<file path="src/rtl/serial_sub_if.sv">
// ----------------------------------------------------------------------------
// serial_sub_if
// Handshake and data bundle for the serial subtractor. The master drives the
// request and operands, the slave (serial_sub) returns status and the result.
// Optional macro SERIAL_SUB_OVF_EN adds the two's-complement overflow flag.
// ----------------------------------------------------------------------------
interface serial_sub_if #(
    parameter int WIDTH = 8
);
    logic             start;
    logic [WIDTH-1:0] a;
    logic [WIDTH-1:0] b;
    logic             bin;
    logic             busy;
    logic             done;
    logic [WIDTH-1:0] d;
    logic             bout;
`ifdef SERIAL_SUB_OVF_EN
    logic             ovf;
`endif

    modport master (
        output start, a, b, bin,
`ifdef SERIAL_SUB_OVF_EN
        input  ovf,
`endif
        input  busy, done, d, bout
    );

    modport slave (
        input  start, a, b, bin,
`ifdef SERIAL_SUB_OVF_EN
        output ovf,
`endif
        output busy, done, d, bout
    );
endinterface

</file>
<file path="src/rtl/serial_sub.sv">
// ----------------------------------------------------------------------------
// serial_sub
// Multi-cycle subtractor: d = a - b - bin over WIDTH bits, DIGIT bits per
// clock, with the borrow carried between digits in a register.
// Handshake: start (accepted in IDLE or DONE), busy (high in RUN), done
// (one-cycle pulse when d/bout are freshly loaded).
// Optional feature macro: SERIAL_SUB_OVF_EN -- adds the ovf output, the
// two's-complement overflow of the whole subtraction.
// ----------------------------------------------------------------------------
module serial_sub #(
    parameter int WIDTH = 8,
    parameter int DIGIT = 1
) (
    input  logic        clk,
    input  logic        rst_n,
    serial_sub_if.slave bus
);

    // Number of digits per operation and the counter that walks them.
    localparam int N  = (DIGIT > 0) ? (WIDTH / DIGIT) : 1;
    localparam int CW = (N > 1) ? $clog2(N) : 1;
    localparam logic [CW-1:0] LAST_CNT = CW'(N - 1);
    localparam int REM = (DIGIT > 0) ? (WIDTH % DIGIT) : 1;

    // Reject configurations where the digits do not tile the word exactly.
    generate
        if ((WIDTH < 1) || (DIGIT < 1) || (REM != 0)) begin : g_bad_cfg
            $error("serial_sub: DIGIT=%0d must be >= 1 and divide WIDTH=%0d", DIGIT, WIDTH);
        end
    endgenerate

    typedef enum logic [1:0] {
        S_IDLE = 2'd0,
        S_RUN  = 2'd1,
        S_DONE = 2'd2
    } state_t;

    // One digit of the subtraction in DIGIT+1 bits; the top bit is the
    // borrow out of the digit (the result wraps negative exactly when the
    // subtrahend plus borrow exceeds the minuend slice).
    function automatic logic [DIGIT:0] digit_sub(
        input logic [DIGIT-1:0] x,
        input logic [DIGIT-1:0] y,
        input logic             c
    );
        logic [DIGIT:0] r;
        r = {1'b0, x} - {1'b0, y} - {{DIGIT{1'b0}}, c};
        return r;
    endfunction

    // ------------------------------------------------------------------
    // State and datapath registers
    // ------------------------------------------------------------------
    state_t           state_q;
    logic [WIDTH-1:0] a_sh_q;     // minuend, shifted right one digit per step
    logic [WIDTH-1:0] b_sh_q;     // subtrahend, shifted alongside
    logic [WIDTH-1:0] res_q;      // partial result, filled from the MSB end
    logic             brw_q;      // borrow into the current digit
    logic [CW-1:0]    cnt_q;      // index of the digit being processed
    logic             busy_q;
    logic             done_q;
    logic [WIDTH-1:0] d_q;        // last completed difference
    logic             bout_q;     // last completed borrow-out
`ifdef SERIAL_SUB_OVF_EN
    logic             ovf_q;
`endif

    // ------------------------------------------------------------------
    // Combinational helpers
    // ------------------------------------------------------------------
    logic [DIGIT:0]         dig_s;      // {borrow_out, diff_slice} of the current digit
    logic [WIDTH+DIGIT-1:0] res_cat_s;  // new slice stacked above the partial result
    logic [WIDTH-1:0]       res_nxt_s;  // partial result after this digit
    logic                   last_s;     // current digit is the most significant one

    // Digit arithmetic and the shift of the new slice into the result.
    always_comb begin
        dig_s     = digit_sub(a_sh_q[DIGIT-1:0], b_sh_q[DIGIT-1:0], brw_q);
        res_cat_s = {dig_s[DIGIT-1:0], res_q};
        res_nxt_s = res_cat_s[WIDTH+DIGIT-1:DIGIT];
        if (cnt_q == LAST_CNT) begin
            last_s = 1'b1;
        end else begin
            last_s = 1'b0;
        end
    end

`ifdef SERIAL_SUB_OVF_EN
    // Borrow into the MSB of the word. With one-bit digits it is simply the
    // registered borrow; with wider digits it comes from the low DIGIT-1 bits
    // of the last digit, evaluated alongside the full digit.
    logic msb_bin_s;
    generate
        if (DIGIT == 1) begin : g_msb_b1
            assign msb_bin_s = brw_q;
        end else begin : g_msb_bn
            logic [DIGIT-1:0] low_s;
            assign low_s = {1'b0, a_sh_q[DIGIT-2:0]}
                         - {1'b0, b_sh_q[DIGIT-2:0]}
                         - {{(DIGIT-1){1'b0}}, brw_q};
            assign msb_bin_s = low_s[DIGIT-1];
        end
    endgenerate
`endif

    // Control FSM and datapath: accept, step one digit per clock, publish.
    always_ff @(posedge clk or negedge rst_n) begin
        if (!rst_n) begin
            state_q <= S_IDLE;
            a_sh_q  <= {WIDTH{1'b0}};
            b_sh_q  <= {WIDTH{1'b0}};
            res_q   <= {WIDTH{1'b0}};
            brw_q   <= 1'b0;
            cnt_q   <= {CW{1'b0}};
            busy_q  <= 1'b0;
            done_q  <= 1'b0;
            d_q     <= {WIDTH{1'b0}};
            bout_q  <= 1'b0;
`ifdef SERIAL_SUB_OVF_EN
            ovf_q   <= 1'b0;
`endif
        end else begin
            // done is a single-cycle pulse unless the last digit sets it.
            done_q <= 1'b0;
            case (state_q)
                S_IDLE, S_DONE: begin
                    if (bus.start) begin
                        // Operands and borrow are captured only here; later
                        // changes on the bus have no effect on this run.
                        a_sh_q  <= bus.a;
                        b_sh_q  <= bus.b;
                        brw_q   <= bus.bin;
                        res_q   <= {WIDTH{1'b0}};
                        cnt_q   <= {CW{1'b0}};
                        busy_q  <= 1'b1;
                        state_q <= S_RUN;
                    end else begin
                        busy_q  <= 1'b0;
                        state_q <= S_IDLE;
                    end
                end
                S_RUN: begin
                    // start is ignored here: the run in flight completes.
                    a_sh_q <= a_sh_q >> DIGIT;
                    b_sh_q <= b_sh_q >> DIGIT;
                    res_q  <= res_nxt_s;
                    brw_q  <= dig_s[DIGIT];
                    if (last_s) begin
                        // Only the complete result ever reaches d/bout.
                        d_q     <= res_nxt_s;
                        bout_q  <= dig_s[DIGIT];
`ifdef SERIAL_SUB_OVF_EN
                        ovf_q   <= msb_bin_s ^ dig_s[DIGIT];
`endif
                        cnt_q   <= {CW{1'b0}};
                        busy_q  <= 1'b0;
                        done_q  <= 1'b1;
                        state_q <= S_DONE;
                    end else begin
                        cnt_q   <= cnt_q + {{(CW-1){1'b0}}, 1'b1};
                        busy_q  <= 1'b1;
                        state_q <= S_RUN;
                    end
                end
                default: begin
                    // Unreachable encoding: recover to a quiet IDLE.
                    busy_q  <= 1'b0;
                    cnt_q   <= {CW{1'b0}};
                    state_q <= S_IDLE;
                end
            endcase
        end
    end

    // Outputs come straight from registers.
    assign bus.busy = busy_q;
    assign bus.done = done_q;
    assign bus.d    = d_q;
    assign bus.bout = bout_q;
`ifdef SERIAL_SUB_OVF_EN
    assign bus.ovf  = ovf_q;
`endif

endmodule

</file>
<file path="src/flat_wrapper.sv">
// flat-port wrapper written by rule: the top's interface ports become plain ports
module serial_sub_flat 
#(
    parameter int WIDTH = 8,
    parameter int DIGIT = 1
)
  (clk, rst_n, bus_start, bus_a, bus_b, bus_bin, bus_busy, bus_done, bus_d, bus_bout);
  serial_sub_if #(.WIDTH(WIDTH)) bus_i ();
  input  logic clk;
  input  logic rst_n;
  input wire logic [$bits(bus_i.start)-1:0] bus_start;
  input wire logic [$bits(bus_i.a)-1:0] bus_a;
  input wire logic [$bits(bus_i.b)-1:0] bus_b;
  input wire logic [$bits(bus_i.bin)-1:0] bus_bin;
  output wire logic [$bits(bus_i.busy)-1:0] bus_busy;
  output wire logic [$bits(bus_i.done)-1:0] bus_done;
  output wire logic [$bits(bus_i.d)-1:0] bus_d;
  output wire logic [$bits(bus_i.bout)-1:0] bus_bout;
  assign bus_i.start = bus_start;
  assign bus_i.a = bus_a;
  assign bus_i.b = bus_b;
  assign bus_i.bin = bus_bin;
  assign bus_busy = bus_i.busy;
  assign bus_done = bus_i.done;
  assign bus_d = bus_i.d;
  assign bus_bout = bus_i.bout;
  serial_sub #(.WIDTH(WIDTH), .DIGIT(DIGIT)) u_core (.clk(clk), .rst_n(rst_n), .bus(bus_i));
endmodule
</file>
<file path="config.mk">
export PLATFORM = sky130hd
export DESIGN_NAME = serial_sub_flat
export DESIGN_NICKNAME = d
export VERILOG_FILES = /design/src/rtl/serial_sub_if.sv /design/src/rtl/serial_sub.sv /design/src/flat_wrapper.sv
export SDC_FILE = /design/constraint.sdc
export NUM_CORES = 1
export LEC_CHECK = 0
export BUFFER_PORTS_ARGS = -buffer_cell sky130_fd_sc_hd__buf_2
export CAP_MARGIN = 5
export CORE_ASPECT_RATIO = 0.75
export CORE_MARGIN = 1
export CORE_UTILIZATION = 30
export CTS_CLUSTER_DIAMETER = 60
export DETAILED_ROUTE_END_ITERATION = 7
export SETUP_SLACK_MARGIN = 0.4
export SLEW_MARGIN = 20
export SYNTH_ARGS = -nofsm -noshare
export SYNTH_HDL_FRONTEND = slang
export SYNTH_SLANG_ARGS = --single-unit
</file>
<file path="constraint.sdc">
create_clock -name clk -period 1.95 [get_ports clk]
set_clock_uncertainty 0.05 [all_clocks]
set_input_delay 0.195 -clock clk [delete_from_list [all_inputs] [get_ports clk]]
set_output_delay 0.195 -clock clk [all_outputs]
set_load 0.03 [all_outputs]
</file>
# Word level (Yosys, flattened, before mapping)
# Index checks and enable logic that the tools add are counted.
# totals
regBits	41
in_bits	20
output_inout_bits	11
word_cells	42
# classes
n_addsub	3
n_eq_ne	4
n_mux	20
n_reduce_logical	5
# op_table
operator	n
case mux 8 bit (2 select lines)	3
two-way mux 8 bit	3
two-way mux 1 bit	7
two-way mux 3 bit	2
case mux 3 bit (2 select lines)	1
case mux 1 bit (2 select lines)	2
case mux 2 bit (2 select lines)	1
AND reduction 2 bit	2
adder 3 x 1 -> 3 bit, second input constant	1
== test 3 bit, second input constant	1
== test 2 x 1 -> 1 bit, second input constant	1
== test 2 bit, second input constant	1
zero test 2 bit	1
two-way mux 2 bit	1
inequality test 2 bit, second input constant	1
nonzero test 2 bit	1
OR reduction 2 bit	1
subtractor 1 x 1 -> 2 bit	1
subtractor 2 x 1 -> 2 bit	1

# Logic depth before layout (Yosys ltp)
# Gate-level depths: netlist of the first run.
# depth
ltp_word	4
ltp_mapped	5

# Least setup slack after synthesis of the first run
# No wires, ideal clock.
# synth_timing
path_type	register to register
start	register u_core.cnt_q[0]
end	register u_core.bout_q (netlist: u_core.bus.bout)
arrival_ps	1318
path_slack_ps	457
stages_incl_launch_ff	6
path_buffers	1
path_cell_list	dfrtp_1 -> ha_1 -> ha_1 -> nand3b_4 -> buf_6 -> mux2_4
# synth_via
elab_chain_len	3
# synth_lines
element	line_no	text
start, declared	serial_sub.sv:59	logic [CW-1:0] cnt_q;
start signal, assigned	serial_sub.sv:114	cnt_q <= {CW{1'b0}};
start signal, assigned	serial_sub.sv:134	cnt_q <= {CW{1'b0}};
start signal, assigned	serial_sub.sv:155	cnt_q <= {CW{1'b0}};
== test 3 bit	serial_sub.sv:81	if (cnt_q == LAST_CNT) begin
two-way mux 1 bit	serial_sub.sv:81	
AND reduction 2 bit (no line)	n/a	
end signal, assigned	serial_sub.sv:151	bout_q <= dig_s[DIGIT];
end, declared	serial_sub.sv:63	logic bout_q;
# No other way between the ends.
# A chain may end at the register's enable or synchronous reset.

# Worst setup path after layout of the first run
# layout_timing
start	register u_core.cnt_q[0]
end	register u_core.d_q[1] (netlist: u_core.bus.d[1])
# layout_via
elab_chain_len	3
# layout_lines
element	line_no	text
== test 3 bit	serial_sub.sv:81	
two-way mux 1 bit	serial_sub.sv:81	
AND reduction 2 bit (no line)	n/a	
end signal, assigned	serial_sub.sv:117	d_q <= {WIDTH{1'b0}};
end signal, assigned	serial_sub.sv:150	d_q <= res_nxt_s;
end, declared	serial_sub.sv:62	logic [WIDTH-1:0] d_q;
# No other way between the ends.

==> results of run 1 <==
-- stage by stage --
| stage | util | instances | instance area [um^2] | power [mW] | setup slack, ps |
|---|---|---|---|---|---|
| 4_1_cts | 0.367 | 255 | 2310 | 3.69 | 408 |
| 5_1_grt | 0.367 | 255 | 2310 | 3.90 | 369 |
| 2_1_floorplan | - | 138 | 1950 | 2.54 | 457 |
| 3_3_place_gp | 0.343 | 246 | 2160 | 2.82 | 446 |
| 6_report | 0.367 | 255 | 2310 | 3.64 | 429 |
| 3_5_place_dp | 0.343 | 246 | 2160 | 2.85 | 413 |
-- cells in the mapped netlist (all sizes together) (2+ instances only) --
library cell	number
a32o	3
buf	10
nor2	2
a22o	7
mux2	15
inv	4
mux2i	48
dfrtp	38
o21ai	2
ha	2
nand3	2
-- layer usage --
metal / part of all wire / routed length, um / GRT usage / up-vias
met5: 0 / 0 / 0 / -
met3: 0.037 / 125 / 0.0350 / 2
met2: 0.41 / 1390 / 0.158 / 24
li1: - / - / - / 571
met4: 0.0042 / 14 / 0.0253 / 0
met1: 0.55 / 1840 / 0.151 / 553
-- layout make-up --
class	instances	area, um^2
fillers	605	3980
flip-flops and latches	38	952
multi-input cells	86	886
repair buffers	38	213
well taps	81	101
clock buffers	6	82.6
clock inverters	2	60.1
inverters	4	15.0
-- final timing paths --
check	start	endpoint	slack (ps)	depth (start not counted)
max	u_core.cnt_q[0]	u_core.bus.d[1]	430	4
min in group asynchronous	rst_n	u_core.bus.d[5]	440	3
min	bus_bin	u_core.brw_q	150	3
max reg2reg	u_core.cnt_q[0]	u_core.bus.d[1]	430	4
min reg2reg	u_core.cnt_q[2]	u_core.cnt_q[2]	450	1
max in group asynchronous	rst_n	u_core.bus.done	1050	3
-- sequential cells by signal, summed over array words and instances, names as in the netlist, 3 cells and up --
register	flops
u_core.bus.d	8
u_core.a_sh_q	8
u_core.b_sh_q	8
u_core.cnt_q	3
u_core.res_q	7
-- where the power goes --
group / total, mW / switching (mW) / internal, mW
Combinational: 1.43 / 0.688 / 0.739
Sequential: 1.39 / 0.263 / 1.13
Clock: 0.826 / 0.280 / 0.546
Total: 3.64 / 1.23 / 2.41
-- kinds of logic after synthesis --
family / after synthesis / share of synthesized area
buffers and inverters: 14 / 0.0578
and+or+nand+nor: 8 / 0.0308
DFF: 38 / 0.488
adders and majority gates: 3 / 0.0231
AOI/OAI and AO/OA: 12 / 0.0520
muxes: 63 / 0.349
-- timing repair --
item / 4_1_cts / 5_1_grt
resized for setup: 0 / 1
endpoints found under the hold margin: 38 / 0
hold buffers: 1 / 0
setup endpoints to repair: 0 / 9
-- placed cells by master, fill, tap and decap left out, types with 2 or more instances in the layout --
master	n
mux2_4	8
buf_2	30
mux2i_1	48
inv_1	4
o21ai_0	2
buf_4	7
nand3_1	2
a22o_1	7
a32o_1	3
bufinv_16	2
dfrtp_1	37
clkbuf_8	6
ha_1	2
mux2_2	7
-- worst max-delay path, stage by stage (launching register included) --
cell and delay (ps):
dfrtp_1 400, ha_1 210, ha_1 240, nand3b_4 200, mux2_4 320
==> flow_summary.json, run 1 <==
{
  "overflow": 0,
  "cp_max_fo": 10,
  "critPathLaunchType": "flip-flop",
  "cts_tree": "built",
  "syn_area_um2": 1950,
  "synth_top_area_cell": "dfrtp_1",
  "drtIter0Drc": 27,
  "place.gp.congestion": 0.690,
  "min_path_type": "in -> reg",
  "dp_hpwl_um": 2340,
  "grt_pass1_vias": 1190,
  "worstMarginPinSlew_ps": 480,
  "setup.worst_path.class": "reg -> reg",
  "synth_flop_cell": "dfrtp_1",
  "initial_core_util": 0.310,
  "fmax_mhz": 657,
  "yosysTopAreaCellShare": 0.488,
  "finalCriticalPeriod_ps": 1520,
  "whs_ps": 146,
  "vias": 1150,
  "p_leak_nw": 1.19,
  "path_clk_slew_ps": 80,
  "root_buffer": "clkbuf_8",
  "finalSetupViolCount": 0,
  "drv_slew": 0,
  "ys_ff_latch": 38,
  "ir_worst_vdd_mv": 0.623,
  "final_hold_viol_count": 0,
  "synth.distinct_cells": 22,
  "grt_antenna_before_repair": 0,
  "syn_nets": 161,
  "syn_avg_cell_area_um2": 14.1,
  "syn-instance-count": 138,
  "syn_to_final_growth_pct": 18.5,
  "postCtsSetupBuffers": 0,
  "tns_ps": 0,
  "grt.total_usage": 0.107,
  "numCtsBuffers": 5,
  "rows": 25,
  "synth-edff-count": 0,
  "synth_seq_area_share": 0.488,
  "grt_max_degree": 39,
  "nets": 196,
  "dieArea_um2": 6830,
  "route.detailed.drc": 0,
  "synth_area_leaders": "dfrtp_1 (49%), mux2i_1 (25%), mux2_4 (6.2%)",
  "clock_sinks": 38,
  "yosysWarnings": 0,
  "rsz0062_at_grt": "yes",
  "slew_headroom": 0.680,
  "crit_arrival_ps": 1650,
  "die_w_um": 95.1,
  "fin_crit_sh": 0.780,
  "cp-end-kind": "flip-flop",
  "clk_path_buf_depth": 2,
  "core_um2": 6290,
  "drv_cap": 0,
  "cts-htree-levels": 2,
  "via_per_inst": 4.51,
  "ant_nets": 0,
  "dr.pass1.iters": 3,
  "wirelength_um": 3370,
  "clock_latency_ps": 290,
  "p_per_area_nw_per_um2": 1580,
  "wl_per_cell_um": 13.2,
  "diodes": 0,
  "port-buffer-count": 30,
  "synthArstFlopShare": 1.00,
  "outcome": "finished clean",
  "die_h_um": 71.8,
  "cp.required_ps": 2080,
  "num_io_pins": 31,
  "drive_gt1_frac": 0.362,
  "grt_pass1_wl_um": 5580
}
Power figures use the tool's default switching activity.
==> run 2, diff against run 1 <==
clock period = 1.3 ns   (was 1.95 ns; I/O delays follow)
==> flow_summary.json, run 2 (synthesized netlist as in run 1, its figures left out) <==
{
  "wirelength_um": 4000,
  "grt_pass1_wl_um": 6690,
  "place.gp.congestion": 0.654,
  "cts_tree": "built",
  "wl_met3_um": 147,
  "grt_antenna_before_repair": 0,
  "drv_slew": 0,
  "place_area_um2": 2280,
  "grt_max_degree": 21,
  "dp_hpwl_um": 2540,
  "place_ws_ps": -118,
  "wl_per_cell_um": 14.1,
  "finalCriticalPeriod_ps": 1390,
  "clk_path_buf_depth": 2,
  "utilization": 0.431,
  "cp.required_ps": 1420,
  "die_h_um": 71.8,
  "min_path_type": "in -> async",
  "drtIter0Drc": 37,
  "placedCellCount": 256,
  "drv_cap": 0,
  "r2r_cells": 3,
  "fin_area_um2": 2710,
  "fin_cells": 283,
  "core_um2": 6290,
  "overflow": 0,
  "setup.worst_path.class": "reg -> reg",
  "num_io_pins": 31,
  "nets": 225,
  "via_per_inst": 4.60,
  "fillers": 587,
  "whs_ps": -268,
  "syn_to_final_growth_pct": 39.1,
  "final_hold_viol_count": 18,
  "tns_ps": -712,
  "routedLengthMet1_um": 2080,
  "ir_worst_vdd_mv": 0.643,
  "initial_core_util": 0.310,
  "path_clk_slew_ps": 70,
  "r2r_slack_ps": -90,
  "fin_crit_sh": 1.07,
  "finalSetupViolCount": 9,
  "wl_met2_um": 1740,
  "port-buffer-count": 30,
  "crit_arrival_ps": 1520,
  "r2r_start": "u_core.brw_q",
  "rr_endpoint": "u_core.res_q[7]",
  "worstMarginPinSlew_ps": 451,
  "vias": 1302,
  "grt.total_usage": 0.132,
  "clock_latency_ps": 280,
  "rsz0062_at_grt": "yes",
  "dr.pass1.iters": 4,
  "cp-end-kind": "flip-flop",
  "timing.final.ws_setup_ps": -92.0,
  "final_cell_mix": "mux2i_1 (47), dfrtp_1 (36), buf_6 (21), buf_4 (21), buf_2 (19)",
  "grt_pass1_vias": 1337,
  "dieArea_um2": 6830,
  "routed.top_layer": "met4",
  "route.detailed.drc": 0,
  "critPathLaunchType": "flip-flop",
  "ant_nets": 0,
  "cp_max_fo": 2,
  "final_common_cell": "mux2i_1",
  "clock_sinks": 38,
  "p_leak_nw": 1.37,
  "root_buffer": "clkbuf_8",
  "drive_gt1_frac": 0.495,
  "fmax_mhz": 718,
  "outcome": "finished with violations",
  "rows": 25,
  "slew_headroom": 0.699,
  "die_w_um": 95.1,
  "numCtsBuffers": 5,
  "cts-htree-levels": 2,
  "diodes": 0,
  "p_per_area_nw_per_um2": 2250,
  "violations": "negative hold slack, negative setup slack"
}
[run 2: changes by cell type in the layout (fill, tap and decap cells not counted), moves of 3 or more]
| cell | before | now |
|---|---|---|
| mux2_4 | 8 | 15 |
| inv_1 | 4 | 1 |
| buf_2 | 30 | 19 |
| mux2_2 | 7 | 0 |
| buf_12 | 0 | 4 |
| buf_4 | 7 | 21 |
| inv_2 | 0 | 3 |
| buf_6 | 0 | 21 |
[run 2: how the worst max path moves through the flow]
stage	start	to	slack, ps	cells past startpoint
3_5_place_dp	u_core.a_sh_q[0]	u_core.res_q[7]	-120	4
4_1_cts	u_core.a_sh_q[0]	u_core.res_q[7]	-130	4
2_1_floorplan	u_core.cnt_q[0]	u_core.bus.bout	-90	5
3_3_place_gp	u_core.cnt_q[1]	u_core.bus.d[0]	-90	4
6_report	u_core.brw_q	u_core.res_q[7]	-90	3
5_1_grt	u_core.brw_q	u_core.res_q[7]	-140	3
[run 2: layer usage]
layer,GRT usage,up-vias
met1,0.185,637
met3,0.0488,5
met5,0,-
met2,0.194,28
met4,0.0253,0
li1,-,632
[run 2: repair_timing]
action / CTS / global route
pin swaps: 4 / 6
setup buffers: 13 / 5
setup endpoints to repair: 49 / 49
endpoints found under the hold margin: 18 / 18
gates resized for setup: 46 / 4
cloned: 2 / 0
[run 2: power by group]
part / switching (mW) / internal (mW)
Sequential: 0.420 / 1.70
Combinational: 1.29 / 1.94
Clock: 0.397 / 0.370
[run 2: layout make-up]
class / count / area [um^2] / share of cell area
Clock buffer: 7 / 76.3 / 0.0281
Multi-Input combinational cell: 87 / 968 / 0.357
Sequential cell: 38 / 953 / 0.352
Tap cell: 81 / 101 / 0.0374
Timing Repair Buffer: 66 / 597 / 0.220
Inverter: 4 / 15.0 / 0.00554
[run 2: through the flow]
| stage | power, mW | hold slack, ps |
|---|---|---|
| floorplan | 3.93 | -216 |
| global placement | 4.49 | 52.8 |
| detailed placement | 4.53 | 62.1 |
| CTS | 6.04 | -249 |
| global route | 6.54 | -234 |
| finish | 6.11 | -268 |
[run 2: critical path: stages (launching register included)]
cell	delay [ps]
dfrtp_1	400
fa_1	560
nand2b_1	60
a32o_1	210
==> run 3, diff against run 2 <==
clock period = 1.2 ns   (was 1.3 ns; I/O delays follow)
==> flow_summary.json, run 3 (synthesized netlist as in run 1, its figures left out) <==
{
  "drv_slew": 0,
  "num_io_pins": 31,
  "die_w_um": 95.1,
  "final_hold_viol_count": 0,
  "drive_gt1_frac": 0.533,
  "finalCriticalPeriod_ps": 1390,
  "violations": "negative setup slack",
  "fin_area_um2": 2900,
  "routedLengthMet1_um": 2100,
  "wl_met2_um": 1980,
  "slew_headroom": 0.840,
  "route.detailed.drc": 0,
  "clk_path_buf_depth": 2,
  "ir_worst_vdd_mv": 0.763,
  "wl_met3_um": 148,
  "regArea_um2": 953,
  "finalSetupViolCount": 25,
  "place_area_um2": 2310,
  "grt.total_usage": 0.137,
  "syn_to_final_growth_pct": 48.8,
  "crit_chain": "ha_2, ha_4, nand3b_4, mux2_4",
  "rsz0062_at_grt": "yes",
  "dieArea_um2": 6830,
  "tns_ps": -2340,
  "grt_pass1_vias": 1423,
  "path_clk_slew_ps": 80,
  "initial_core_util": 0.310,
  "place_ws_ps": -215,
  "wirelength_um": 4250,
  "grt_pass1_wl_um": 7040,
  "cp_slowest_cell": "dfrtp_1",
  "dr.pass1.iters": 3,
  "drv_cap": 0,
  "fillers": 578,
  "via_per_inst": 4.59,
  "overflow": 0,
  "crit_arrival_ps": 1510,
  "setup.worst_path.class": "reg -> reg",
  "die_h_um": 71.8,
  "crit_buf_inv": 0,
  "p_leak_nw": 1.46,
  "final_cell_mix": "mux2i_1 (46), dfrtp_1 (36), buf_6 (24)",
  "place.gp.congestion": 0.666,
  "outcome": "finished with violations",
  "cpPeakStageDelay_ps": 390,
  "root_buffer": "clkbuf_8",
  "worstMarginPinSlew_ps": 240,
  "port-buffer-count": 30,
  "clock_latency_ps": 290,
  "numCtsBuffers": 5,
  "final_common_cell": "mux2i_1",
  "fmax_mhz": 720,
  "cp-end-kind": "flip-flop",
  "multi_input_area_um2": 996,
  "nets": 232,
  "cp.required_ps": 1320,
  "timing.final.ws_setup_ps": -189,
  "critPathLaunchType": "flip-flop",
  "fin_crit_sh": 1.16,
  "routed.top_layer": "met4",
  "core_um2": 6290,
  "min_path_type": "in -> reg",
  "wl_per_cell_um": 14.6,
  "cts-htree-levels": 2,
  "cp_max_fo": 5,
  "grt_max_degree": 39,
  "rows": 25,
  "grt_antenna_before_repair": 0,
  "dp_hpwl_um": 2500,
  "utilization": 0.461,
  "ant_nets": 0,
  "vias": 1336,
  "cts_tree": "built",
  "clock_sinks": 38,
  "diodes": 0,
  "crit_family": "flip-flops",
  "drtIter0Drc": 19,
  "p_per_area_nw_per_um2": 2490
}
## run 3: worst min-delay path, cell delays in order
cell     delay [ps]
buf_2            80
mux2i_1          70
o21ai_2         100
## run 3: per-stage QoR
step                      power, mW  hold slack (ps)  instances
after global placement         4.93             55.9        255
after global routing           7.70             59.3        291
after CTS                      7.14             55.3        288
final                          7.23             49.2        291
after floorplan                4.26             -226        138
after detailed placement       5.00             58.9        255
## run 3: layer usage
metal | GRT usage | vias to the layer above
met1 | 0.185 | 654
met4 | 0.0354 | 0
li1 | - | 649
met2 | 0.217 | 30
met5 | 0 | -
met3 | 0.0393 | 3
## run 3: worst paths after layout
kind	startpoint	endpoint	slack, ps	cells after the start
worst max-delay path	u_core.cnt_q[1]	u_core.bus.d[1]	-190	4
worst min-delay path	bus_b[7]	u_core.b_sh_q[7]	50	3
worst max register to register	u_core.cnt_q[1]	u_core.bus.d[1]	-190	4
worst min register to register	u_core.cnt_q[1]	u_core.cnt_q[1]	460	1
max in group asynchronous	rst_n	u_core.state_q[0]	610	3
min in group asynchronous	rst_n	u_core.bus.d[2]	270	3
## run 3: final cells by class
class                      count  area share
multi-input combinational     87       0.343
clock inverter                 2     0.00431
tap                           81      0.0349
inverter                       4     0.00517
clock buffer                   6      0.0285
sequential                    38       0.329
timing repair buffer          73       0.255
## run 3: power by group
group / switching, mW / total (mW) / internal (mW)
logic: 1.52 / 3.99 / 2.47
clock network: 0.474 / 0.937 / 0.462
registers: 0.472 / 2.31 / 1.84
total: 2.46 / 7.23 / 4.77
## run 3: repair_timing
action / 4_1_cts / 5_1_grt
resized for setup: 44 / 13
setup endpoints to repair: 49 / 49
pin swaps: 4 / 6
hold buffers: 1 / 0
setup buffers: 20 / 3
gates cloned: 4 / 0
endpoints found under the hold margin: 38 / 0
